File: src/rtl/ls_pkg.sv
// Shared types and helpers for the byte-serial load/store unit.
package ls_pkg;

  localparam logic [1:0] SZ_BYTE = 2'b00;
  localparam logic [1:0] SZ_HALF = 2'b01;
  localparam logic [1:0] SZ_WORD = 2'b10;
  localparam logic [1:0] SZ_RSVD = 2'b11;

  typedef enum logic [1:0] {
    StIdle,
    StAccess,
    StDrain,
    StResp
  } ls_state_e;

  // Number of byte accesses for a size code; 0 for the reserved code.
  function automatic logic [2:0] bytes_for_size(input logic [1:0] size);
    logic [2:0] n;
    case (size)
      SZ_BYTE: n = 3'd1;
      SZ_HALF: n = 3'd2;
      SZ_WORD: n = 3'd4;
      default: n = 3'd0;
    endcase
    return n;
  endfunction

endpackage

File: src/rtl/ls_extend.sv
// Sign/zero extension of the assembled load bytes to 32 bits.
module ls_extend
  import ls_pkg::*;
(
  input  logic [31:0] acc_i,
  input  logic [1:0]  size_i,
  input  logic        unsigned_i,
  output logic [31:0] data_o
);

  // Extend from bit 7 or bit 15; word passes through unchanged.
  always_comb begin
    data_o = '0;
    case (size_i)
      SZ_BYTE: data_o = {{24{~unsigned_i & acc_i[7]}}, acc_i[7:0]};
      SZ_HALF: data_o = {{16{~unsigned_i & acc_i[15]}}, acc_i[15:0]};
      SZ_WORD: data_o = acc_i;
      default: data_o = '0;
    endcase
  end

endmodule

File: src/rtl/load_store_unit.sv
// Splits one load/store request into 1, 2 or 4 big-endian byte accesses on a
// byte-wide memory port and returns extended load data or an alignment error.
module load_store_unit
  import ls_pkg::*;
#(
  parameter int unsigned ADDR_W = 32
) (
  input  logic              clk,
  input  logic              rst_n,
  input  logic              req_valid,
  output logic              req_ready,
  input  logic              req_write,
  input  logic [1:0]        req_size,
  input  logic              req_unsigned,
  input  logic [ADDR_W-1:0] req_addr,
  input  logic [31:0]       req_wdata,
  output logic              resp_valid,
  input  logic              resp_ready,
  output logic [31:0]       resp_data,
  output logic              resp_err,
  output logic [ADDR_W-1:0] mem_addr,
  output logic              mem_re,
  output logic              mem_we,
  output logic [7:0]        mem_wdata,
  input  logic [7:0]        mem_rdata
);

  ls_state_e         state_q, state_d;
  logic              write_q, write_d;
  logic [1:0]        size_q, size_d;
  logic              uns_q, uns_d;
  logic [ADDR_W-1:0] addr_q, addr_d;
  logic [31:0]       wdata_q, wdata_d;
  logic [1:0]        k_q, k_d;
  logic [1:0]        last_q, last_d;
  logic              err_q, err_d;
  logic              rd_pend_q, rd_pend_d;
  logic [31:0]       acc_q, acc_d;

  logic              req_bad;
  logic [2:0]        n_req;
  logic [2:0]        last_req;
  logic [1:0]        byte_sel;
  logic [31:0]       ext_data;

  // Misaligned half/word or reserved size is rejected without touching memory.
  always_comb begin
    req_bad = (req_size == SZ_RSVD) ||
              ((req_size == SZ_HALF) && req_addr[0]) ||
              ((req_size == SZ_WORD) && (req_addr[1:0] != 2'b00));
    n_req    = bytes_for_size(req_size);
    last_req = n_req - 3'd1;
  end

  // State and datapath registers with synchronous active-low reset.
  always_ff @(posedge clk) begin
    if (!rst_n) begin
      state_q   <= StIdle;
      write_q   <= 1'b0;
      size_q    <= SZ_BYTE;
      uns_q     <= 1'b0;
      addr_q    <= '0;
      wdata_q   <= '0;
      k_q       <= '0;
      last_q    <= '0;
      err_q     <= 1'b0;
      rd_pend_q <= 1'b0;
      acc_q     <= '0;
    end else begin
      state_q   <= state_d;
      write_q   <= write_d;
      size_q    <= size_d;
      uns_q     <= uns_d;
      addr_q    <= addr_d;
      wdata_q   <= wdata_d;
      k_q       <= k_d;
      last_q    <= last_d;
      err_q     <= err_d;
      rd_pend_q <= rd_pend_d;
      acc_q     <= acc_d;
    end
  end

  // FSM next-state logic.
  always_comb begin
    state_d = state_q;
    case (state_q)
      StIdle: begin
        if (req_valid) state_d = req_bad ? StResp : StAccess;
      end
      StAccess: begin
        if (k_q == last_q) state_d = write_q ? StResp : StDrain;
      end
      StDrain: state_d = StResp;
      StResp: begin
        if (resp_ready) state_d = StIdle;
      end
      default: state_d = StIdle;
    endcase
  end

  // Request latch, byte counter and load shift register.
  always_comb begin
    write_d   = write_q;
    size_d    = size_q;
    uns_d     = uns_q;
    addr_d    = addr_q;
    wdata_d   = wdata_q;
    k_d       = k_q;
    last_d    = last_q;
    err_d     = err_q;
    acc_d     = acc_q;
    rd_pend_d = mem_re;

    if (state_q == StIdle && req_valid) begin
      write_d = req_write;
      size_d  = req_size;
      uns_d   = req_unsigned;
      addr_d  = req_addr;
      wdata_d = req_wdata;
      k_d     = '0;
      // n-1 fits in two bits for every legal size (0, 1, 3).
      last_d  = last_req[1:0];
      err_d   = req_bad;
      acc_d   = '0;
    end else if (state_q == StAccess) begin
      k_d = k_q + 2'd1;
    end

    // Read data arrives the cycle after each strobe, so capture lags by one.
    if (rd_pend_q) acc_d = {acc_q[23:0], mem_rdata};
  end

  // Big-endian: byte k of an n-byte field is field byte (n-1-k) from the LSB.
  always_comb byte_sel = last_q - k_q;

  ls_extend u_extend (
    .acc_i      (acc_q),
    .size_i     (size_q),
    .unsigned_i (uns_q),
    .data_o     (ext_data)
  );

  // FSM outputs: handshakes and memory strobes decoded from the current state.
  always_comb begin
    req_ready  = (state_q == StIdle);
    resp_valid = (state_q == StResp);
    resp_err   = (state_q == StResp) && err_q;
    resp_data  = ((state_q == StResp) && !err_q && !write_q) ? ext_data : '0;
    mem_re     = (state_q == StAccess) && !write_q;
    mem_we     = (state_q == StAccess) && write_q;
    mem_addr   = '0;
    mem_wdata  = '0;
    if (state_q == StAccess) begin
      mem_addr = addr_q + {{(ADDR_W-2){1'b0}}, k_q};
      if (write_q) begin
        unique case (byte_sel)
          2'd0: mem_wdata = wdata_q[7:0];
          2'd1: mem_wdata = wdata_q[15:8];
          2'd2: mem_wdata = wdata_q[23:16];
          2'd3: mem_wdata = wdata_q[31:24];
        endcase
      end
    end
  end

endmodule

File: config.mk
export PLATFORM = sky130hd
export DESIGN_NAME = load_store_unit
export DESIGN_NICKNAME = d
export VERILOG_FILES = /design/src/rtl/ls_pkg.sv /design/src/rtl/ls_extend.sv /design/src/rtl/load_store_unit.sv
export SDC_FILE = /design/constraint.sdc
export NUM_CORES = 1
export LEC_CHECK = 0
export BUFFER_PORTS_ARGS = -buffer_cell sky130_fd_sc_hd__buf_2
export CAP_MARGIN = 20
export CELL_PAD_IN_SITES_DETAIL_PLACEMENT = 1
export CELL_PAD_IN_SITES_GLOBAL_PLACEMENT = 1
export CORE_ASPECT_RATIO = 0.9
export CORE_MARGIN = 1
export CORE_UTILIZATION = 41
export DETAILED_ROUTE_END_ITERATION = 10
export GPL_TIMING_DRIVEN = 0
export PLACE_DENSITY = 0.95
export SKIP_LAST_GASP = 1
export SLEW_MARGIN = 40
export SYNTH_ARGS = -nofsm -noshare
export SYNTH_HDL_FRONTEND = slang
export SYNTH_HIERARCHICAL = 1
export SYNTH_SLANG_ARGS = --single-unit
File: constraint.sdc
create_clock -name clk -period 7.1 [get_ports clk]
set_clock_uncertainty 0.1 [all_clocks]
set_input_delay 0 -clock clk [delete_from_list [all_inputs] [get_ports clk]]
set_output_delay 0 -clock clk [all_outputs]
set_load 0.005 [all_outputs]
[Yosys cells after proc, flatten, opt, wreduce, memory -nomap -nowiden]
Index checks and enable logic that the tools add are counted.
Word-level totals
  flip-flop bits (word level): 108
  bits in latches: 0
  bits in writable memories: 0
  memory bits (read-only): 0
  memories kept: 0
Cells by class
  $add $sub $neg: 4
  multipliers: 0
  div/mod/pow operators: 0
  magnitude comparators: 0
  eq/ne operators: 15
  shift operators: 0
  mux-type cells: 15
  bitwise logic cells: 4
  reductions and logical operators: 20
Operator list (count)
  $mux W32: 4
  $pmux W32 S3: 1
  $add A32 B2 Y32: 1
  $pmux W8 S4: 1
  $mux W8: 2
  $eq A2 B2 Y1 const B: 7
  $eq A2 B1 Y1 const B: 4
  $logic_and A1 B1 Y1: 8
  $logic_not A2 Y1: 4
  $mux W2: 4
  $pmux W2 S4: 1
  $pmux W2 S3: 1
  $ne A2 B2 Y1 const B: 2
  $reduce_bool A2 Y1: 2
  $reduce_and A3 Y1: 1
  $add A2 B1 Y2 const B: 1
  $and A1 B1 Y1: 2
  $eq A2 B2 Y1: 1
  $logic_not A1 Y1: 2
  $logic_or A1 B1 Y1: 2
  $ne A2 B1 Y1 const B: 1
  $not A1 Y1: 2
  $reduce_or A2 Y1: 1
  $sub A2 B1 Y2 const B: 1
  2 further kinds: 2

[Logic depth before layout (Yosys ltp)]
Gate-level depths: netlist of the first run.
  depth in word-level cells: 7
  depth in mapped cells: 7
  mapped depth without buffers: 6

[Hierarchy]
The synthesis of the first run kept the hierarchy.
By module, submodules not included
  load_store_unit: instances 1, cells each 512, area each 4769.6 um2
  ls_extend: instances 1, cells each 54, area each 432.9 um2

[Worst setup path before layout of the first run]
Ideal clock, no wire load.
  path type: register -> output
  start: register k_q[0]
  end: output mem_addr[28]
  data arrival time: 2.206 ns
  slack: 4.794 ns
  cell stages (with the launch flop): 7
  path buffers: 0
  path through: dfxtp_1 > ha_1 > fa_1 > nand4_1 > or4_1 > or4_1 > a21oi_1
Between the ends
  longest elaborated chain between the ends: 2
RTL lines
  start, declared: RTL line load_store_unit.sv:34  | logic [1:0] k_q, k_d;
  start signal, assigned: RTL line load_store_unit.sv:76  | k_q <= k_d;
  $add A32 B2 Y32: RTL line load_store_unit.sv:155  | mem_addr = addr_q + {{(ADDR_W-2){1'b0}}, k_q};
  $mux W32: RTL line load_store_unit.sv:154  | if (state_q == StAccess) begin
  end, declared: RTL line load_store_unit.sv:21  | output logic [ADDR_W-1:0] mem_addr,
Every way passes these cells.

[Worst setup path after layout of the first run]
  start: register k_q[0]
  end: output mem_addr[24]
Same word-level chain as after synthesis.

==> reports/metrics.cfg, run 1 <==
[placed_design]
routabilityCongestion=0.840
io_buffers=156
dp.final_hpwl_mm=13.3
place_ws_ns=4.34

[clock_tree]
cts.sinks=108
cts_setup_buffers=0
root_buffer=clkbuf_16
postCtsHoldBufs=77
postCtsResizedCells=0
cts_buffer_depth=2
cts_tree=built
htreeDepth=3
clkLatencyLatePin_ns=0.36
cts_buffers=9
clkTransAtPathRegs_ns=0.07

[cells_and_area]
fillers=1439
layout-drive-gt1-share_pct=22.9
multi_input_area_mm2=0.00282
area_growth_pct=39.7
nets=897
ff_latch_area_mm2=0.00216
fin_util_pct=59.5

[power]
switching_power_w=0.000683
intPower_w=0.00121
power_density_mw_per_mm2=260
ir_worst_vdd_mv=0.166
combinationalPowerShare_pct=30.6
pwr-share-seq_pct=41.9
switching_share_pct=36.1
leakage_nw=3.32
power_frac_clock_pct=27.5

[die]
row_count=38
die-height_um=109
die_w_um=121
io_pins=157
initial_core_util_pct=42.6
die_area_mm2=0.0131
core_mm2=0.0122

[drt]
dr.first_iter.drc_count=355
dr.pass1.iters=5
ant_nets=0
vias=5817
routedWlPerCell_um=21.7
drc_errors=0
vias_per_cell=5.96
postRouteWirelength_mm=21.1

[job]
cap_violations=0

[worst_setup_path]
endpoint_kind=output pin
path_cells=ha_1, fa_1, nand4_1, or3_1, clkbuf_1, or4_1, a21oi_1, buf_2
timing.rr.start=state_q[1]
cp_max_fo=10
crit_slowest_cell=or3_1
worstPathRequired_ns=7.00
cp_slowest_stage_delay_ns=0.47
startpoint=k_q[0]
critPathLaunchType=flop
crit_type=reg -> out
path_delay_family=simple AND/OR/NAND/NOR gates
arrival_ns=3.18
rr_worst_depth=6
worstPathBufferInverterCount=2
cp_num_cells=8

[timing]
setup_ws_ns=3.82
finalMaxSlewViolations=0
hold_viol_final=0
setup-violations-final=0
fmax_ghz=0.305
tightestPinTransition_ns=0.747
relSlewSlack_pct=49.8
timing.hold.ws_ns=0.0533
final.setup.tns_ns=0
post-route-period-util_pct=46.2
grt_setup_unrepaired=false
period_needed_ns=3.28

[yosys]
async_flop_share_pct=0
synthTopCellsByArea=dfxtp_1 42%, a22o_1 12%, and2_1 5.5%
synth_top_cell_area_share_pct=41.6
synth_edf_count=0
synth_ff_type=dfxtp_1
postSynthCellCount=566
synth_seq_cells=108
synth_warnings=6
synth.cell_area_mm2=0.00520
yosysSeqAreaShare_pct=41.6
synth_cell_types=42
synth_nets=653
avgSynthCellArea_um2=9.19
synth_top_area_cell=dfxtp_1

[global_route]
grt_pass1_wl_mm=32.4
grt.overflow.total=0
antenna_found_initial=1
grt_use_total_pct=32.4
grt_max_degree=19
grt_pass1_vias=6176

[worst_hold_path]
hold_class=in -> reg
min_from=req_valid
holdPathStages=4

[status]
outcome=finished clean

-- cells in the final DEF, fill, tap and decap left out, types with 7 or more instances in the layout --
| cell type | n |
|---|---|
| inv_1 | 11 |
| a211o_1 | 23 |
| nand4_1 | 9 |
| or3_1 | 8 |
| a21oi_1 | 22 |
| o22ai_1 | 9 |
| nand2_1 | 19 |
| xnor2_1 | 9 |
| clkbuf_1 | 37 |
| and2_1 | 46 |
| dlygate4sd3_1 | 77 |
| a22oi_1 | 33 |
| a22o_1 | 70 |
| o21ai_0 | 9 |
| dfxtp_1 | 108 |
| mux2i_1 | 17 |
| nor2_1 | 46 |
| o31ai_1 | 10 |
| or4_1 | 15 |
| buf_2 | 165 |
| and3b_1 | 7 |
| nand3_1 | 7 |
| clkbuf_16 | 9 |
-- per-stage QoR --
step / instances / power (W) / cell area, um^2
6_report: 976 / 0.00189 / 7270
5_1_grt: 976 / 0.00197 / 7270
4_1_cts: 975 / 0.00187 / 7260
3_5_place_dp: 882 / 0.00131 / 6190
3_3_place_gp: 882 / 0.00127 / 6180
2_1_floorplan: 566 / 0.00111 / 5200
-- logic make-up after synthesis --
| logic type | synth area share, % |
|---|---|
| fa+ha+maj | 1.83 |
| simple gates | 19.4 |
| flops | 41.6 |
| buf+inv | 4.55 |
| compound gates | 26.8 |
| mux | 3.27 |
| xor+xnor | 2.53 |
-- flip-flops by register name, indices dropped and copies added, names as in the netlist --
register and count:
last_q 2, uns_q 1, addr_q 32, err_q 1, k_q 2, state_q 2
wdata_q 32, size_q 2, rd_pend_q 1, write_q 1, acc_q 32
-- layout make-up --
class                           count  area share [%]
Inverter                           12           0.620
Antenna cell                        1          0.0344
Buffer                             46            2.63
Multi-Input combinational cell    400            38.7
Tap cell                          160            2.75
Sequential cell                   108            29.7
Clock buffer                       10            3.15
Timing Repair Buffer              233            21.3
Clock inverter                      6           0.998
-- worst paths after layout --
check / to / slack [ns]
setup / recovery: mem_addr[24] / 3.82
hold / removal: acc_q[24] / 0.05
setup reg to reg: addr_q[13] / 4.80
hold reg to reg: last_q[0] / 0.37
-- synth_stat cells (10+ instances only) --
cell type	number
a22oi_1	33
and2_1	46
xnor2_1	10
mux2i_1	17
inv_1	11
clkbuf_1	36
dfxtp_1	108
a211o_1	23
a22o_1	70
or4_1	15
o31ai_1	10
nand2_1	19
nor2_1	46
a21oi_1	23
-- routing by layer --
metal	share of wire, %	global-route usage, %	routed length [um]
met1	41	37.3	8570
met2	50	56.0	10500
met3	5.7	7.01	1200
met4	4.3	18.3	901
met5	0	0	0
-- worst min-delay path: stages --
cell and delay [ns]:
buf_2 0.12, a21oi_1 0.14, a22oi_1 0.16, nor2_1 0.05
-- power groups by stage --
| stage | sequential [W] | combinational (W) | clock [W] |
|---|---|---|---|
| after floorplan | 0.000763 | 0.000351 | 0 |
| after global placement | 0.000785 | 0.000481 | 0 |
| after detailed placement | 0.000794 | 0.000517 | 0 |
| after CTS | 0.000783 | 0.000556 | 0.000526 |
| after global routing | 0.000800 | 0.000619 | 0.000546 |
| final | 0.000792 | 0.000579 | 0.000520 |
(Power assumes the default switching activity.)
==> run 2: changes to the inputs <==
CORE_UTILIZATION = 35   (was 41)
PLACE_DENSITY = 0.87   (was 0.95)
clock period = 2.71 ns   (was 7.1 ns; I/O delays follow)
==> reports/metrics.cfg, run 2 (same netlist as run 1, synthesis figures left out) <==
[power]
leakage_nw=3.37
power_density_mw_per_mm2=651
ir_worst_vdd_mv=0.369

[placed_design]
dp.final_hpwl_mm=13.1
place_ws_ns=-0.0000351
routabilityCongestion=0.832
io_buffers=156

[worst_setup_path]
crit_slowest_cell=or4_4
cp_num_cells=7
startpoint=k_q[0]
path_delay_family=simple AND/OR/NAND/NOR gates
rr_worst_depth=7
worstPathRequired_ns=2.61
reg2reg_slack_ns=0.46
crit_type=reg -> out
critPathLaunchType=flop
path_cells=ha_4, fa_2, nand4_1, or4_4, or4_4, a21oi_2, buf_2
cp_max_fo=5
r2r_end=last_q[0]
worstPathBufferInverterCount=1
cp_slowest_stage_delay_ns=0.58
arrival_ns=2.56
timing.rr.start=state_q[1]
endpoint_kind=output pin
cpMostUsedCell=or4_4
crit_end=mem_addr[30]

[timing]
timing.hold.ws_ns=0.0622
tightestPinTransition_ns=0.791
setup-violations-final=0
setup_ws_ns=0.0465
relSlewSlack_pct=46.9
post-route-period-util_pct=98.3
finalMaxSlewViolations=0
hold_viol_final=0
period_needed_ns=2.66
grt_setup_unrepaired=true
final.setup.tns_ns=0
fmax_ghz=0.375

[global_route]
grt-busiest-layer=met2
grt_use_total_pct=26.5
grt_pass1_wl_mm=31.7
grt_max_degree=17
use_met1_pct=32.3
use_met3_pct=4.68
antenna_found_initial=2
met2_usage_pct=45.2
grt_pass1_vias=5973
grt.overflow.total=0

[drt]
postRouteWirelength_mm=20.1
dr.first_iter.drc_count=237
vias_per_cell=5.57
vias=5663
routedWlPerCell_um=19.8
drc_errors=0
ant_nets=0
dr.pass1.iters=5

[cells_and_area]
layout-drive-gt1-share_pct=27.4
nets=905
top_regs=acc_q: 32 flops, addr_q: 32 flops, wdata_q: 32 flops
layout_commonest_cell=buf_2
layout_common_cells=164 x buf_2, 95 x dfxtp_1, 77 x dlygate4sd3_1
area_growth_pct=43.3
fillers=1715

[clock_tree]
cts_tree=built
root_buffer=clkbuf_16
clkLatencyLatePin_ns=0.35
cts_buffer_depth=2
cts_buffers=9
htreeDepth=3
clkTransAtPathRegs_ns=0.08
cts.sinks=108

[die]
die_area_mm2=0.0154
initial_core_util_pct=36.5
core_mm2=0.0143
die-height_um=118
io_pins=157
row_count=41
die_w_um=131

[worst_hold_path]
hold_class=in -> reg

[job]
cap_violations=0

[status]
outcome=finished clean

[run 2: cell count changes in the layout (fill, tap and decap cells not counted), sizes merged]
cell / previous run / this run
diode: 1 / 2
bufinv: 1 / 0
inv: 14 / 13
buf: 166 / 175
clkbuf: 46 / 45
[run 2: routing by layer]
layer	share of wire, %	wire length, um	up-vias
met5	0	0	-
met1	43	8710	2780
met2	49	9810	202
li1	-	-	2621
met3	4.3	876	60
met4	3.8	756	0
[run 2: per-stage QoR]
step,total power (W),std cells,utilization (%),area (um^2)
floorplan,0.00292,566,-,5200
global placement,0.00333,915,43.6,6220
detailed placement,0.00344,915,43.7,6240
CTS,0.00476,1011,51.5,7340
global route,0.00510,1016,52.3,7460
finish,0.00485,1016,52.3,7460
[run 2: how the worst min path moves through the flow]
stage / start / slack, ns / cells after the start / endpoint
2_1_floorplan: req_size[0] / 0.03 / 2 / last_q[0]
3_3_place_gp: req_addr[16] / 0.12 / 2 / addr_q[16]
4_1_cts: req_valid / 0.05 / 4 / acc_q[24]
5_1_grt: req_valid / 0.09 / 4 / acc_q[25]
3_5_place_dp: req_addr[20] / 0.12 / 2 / addr_q[20]
6_report: req_valid / 0.06 / 4 / acc_q[24]
[run 2: area by class of cell]
class	count	area (um^2)	area share, %
well taps	193	241	3.24
inverters	12	45.0	0.604
plain buffers	45	194	2.60
multi-input cells	400	2910	39.0
diodes	2	5.00	0.0671
clock inverters	4	26.3	0.352
clock buffers	10	239	3.20
repair buffers	242	1620	21.8
flip-flops and latches	108	2180	29.2
[run 2: tightest hold or removal path: stages]
cell	delay, ns
buf_2	0.12
a21oi_1	0.13
a22oi_1	0.15
nor2_1	0.05
[run 2: repair_timing]
item                                   4_1_cts  5_1_grt
endpoints found under the hold margin       84        0
setup buffers                                6        3
pin swaps                                    4       10
setup endpoints to repair                   18       26
resized for setup                            9       27
hold buffers                                77        0
[run 2: power by group]
part           internal (W)  switching, W
clock              0.000639      0.000595
sequential          0.00182      0.000256
combinational      0.000648      0.000894
==> run 3: changes to the inputs <==
CELL_PAD_IN_SITES_DETAIL_PLACEMENT = 0   (was 1)
HOLD_SLACK_MARGIN = 0.08   (was unset)
==> reports/metrics.cfg, run 3 (same netlist as run 1, synthesis figures left out) <==
[clock_tree]
cts.sinks=108
htreeDepth=3
cts_tree=built
root_buffer=clkbuf_16
cts_buffer_depth=2
clkTransAtPathRegs_ns=0.08
clkLatencyLatePin_ns=0.36
cts_buffers=9

[die]
die_w_um=131
core_mm2=0.0143
initial_core_util_pct=36.5
die_area_mm2=0.0154
row_count=41
io_pins=157
die-height_um=118

[worst_setup_path]
crit_type=reg -> out
arrival_ns=2.61
cp_max_fo=4
worstPathRequired_ns=2.61
critPathLaunchType=flop
endpoint_kind=output pin
rr_worst_depth=7

[placed_design]
dp.final_hpwl_mm=11.8
io_buffers=156
routabilityCongestion=0.832
placed_area_mm2=0.00624

[timing]
period_needed_ns=2.71
setup-violations-final=0
tightestPinTransition_ns=0.722
hold_viol_final=0
finalMaxSlewViolations=0
post-route-period-util_pct=99.9
fmax_ghz=0.369
grt_setup_unrepaired=true
relSlewSlack_pct=51.5

[power]
power_w=0.00485
ir_worst_vdd_mv=0.487
leakage_nw=3.39
power_density_mw_per_mm2=648

[cells_and_area]
top_regs=acc_q: 32 flops, addr_q: 32 flops, wdata_q: 32 flops
antenna_cells=0
layout_commonest_cell=buf_2
nets=906
layout_common_cells=165 x buf_2, 93 x dfxtp_1, 80 x dlygate4sd3_1
fin_area_mm2=0.00749
area_growth_pct=43.9
layout-drive-gt1-share_pct=27.5

[job]
cap_violations=0

[global_route]
grt_pass1_wl_mm=27.2
grt.overflow.total=0
grt_pass1_vias=5376
grt_use_total_pct=22.6
antenna_found_initial=0
grt_max_degree=20

[drt]
drc_errors=0
ant_nets=0
routedWlPerCell_um=17.2
dr.first_iter.drc_count=432
postRouteWirelength_mm=17.5
vias=5550
dr.pass1.iters=5
vias_per_cell=5.46

[worst_hold_path]
hold_class=in -> reg
holdPathStages=4

[status]
outcome=finished clean

run 3: cell types whose count changed in the layout (fill, tap and decap cells not counted), sizes merged:
cell,before,now
diode,2,0
inv,13,16
clkinvlp,1,0
buf,175,173
dlygate4sd3,77,80
run 3: worst paths after layout:
path | startpoint | endpoint | slack [ns]
max | k_q[0] | mem_addr[26] | 0.003
min | resp_ready | state_q[0] | 0.19
max reg2reg | state_q[0] | wdata_q[1] | 0.19
min reg2reg | last_q[0] | last_q[0] | 0.35
run 3: final cells by class:
type | count | area [um^2]
Multi-Input combinational cell | 400 | 2900
Timing Repair Buffer | 243 | 1640
Tap cell | 193 | 241
Clock buffer | 10 | 239
Inverter | 12 | 45.0
Fill cell | 1322 | 6770
Buffer | 45 | 193
Clock inverter | 6 | 51.3
Sequential cell | 108 | 2180
run 3: power by group:
| group | leakage [nW] | switching (W) | total [W] | internal [W] |
|---|---|---|---|---|
| Sequential | 0.888 | 0.000242 | 0.00207 | 0.00182 |
| Combinational | 2.36 | 0.000841 | 0.00148 | 0.000642 |
| Clock | 0.146 | 0.000637 | 0.00130 | 0.000666 |
| Total | 3.39 | 0.00172 | 0.00485 | 0.00313 |
run 3: per-layer routing:
layer | track usage, % | vias up | routed length [um]
met5 | 0 | - | 0
li1 | - | 2634 | -
met3 | 5.05 | 37 | 933
met2 | 35.2 | 202 | 8090
met1 | 30.1 | 2677 | 8030
met4 | 8.98 | 0 | 476
run 3: what timing repair did:
action | 4_1_cts | 5_1_grt
endpoints found under the setup margin | 19 | 23
pin swaps | 2 | 13
endpoints found under the hold margin | 84 | 0
resized for setup | 8 | 31
hold buffers | 80 | 0
setup buffers | 4 | 3
run 3: metrics by stage:
| step | util, % | setup TNS (ns) | std cells | hold slack, ns | setup slack, ns |
|---|---|---|---|---|---|
| floorplan | - | 0 | 566 | 0.0316 | 0.404 |
| detailed placement | 43.7 | 0 | 915 | 0.120 | 0.00222 |
| finish | 52.5 | 0 | 1017 | 0.192 | 0.00321 |
| global route | 52.5 | -0.256 | 1017 | 0.200 | -0.112 |
| global placement | 43.6 | 0 | 915 | 0.116 | 0.0373 |
| CTS | 51.7 | -0.0109 | 1014 | 0.176 | -0.0109 |
run 3: worst max-delay path, stage by stage (launching register included):
cell,delay [ns]
dfxtp_4,0.39
ha_4,0.15
fa_2,0.20
nand4_1,0.16
or4_4,0.62
buf_6,0.14
or3_4,0.32
a21oi_2,0.13
buf_2,0.13
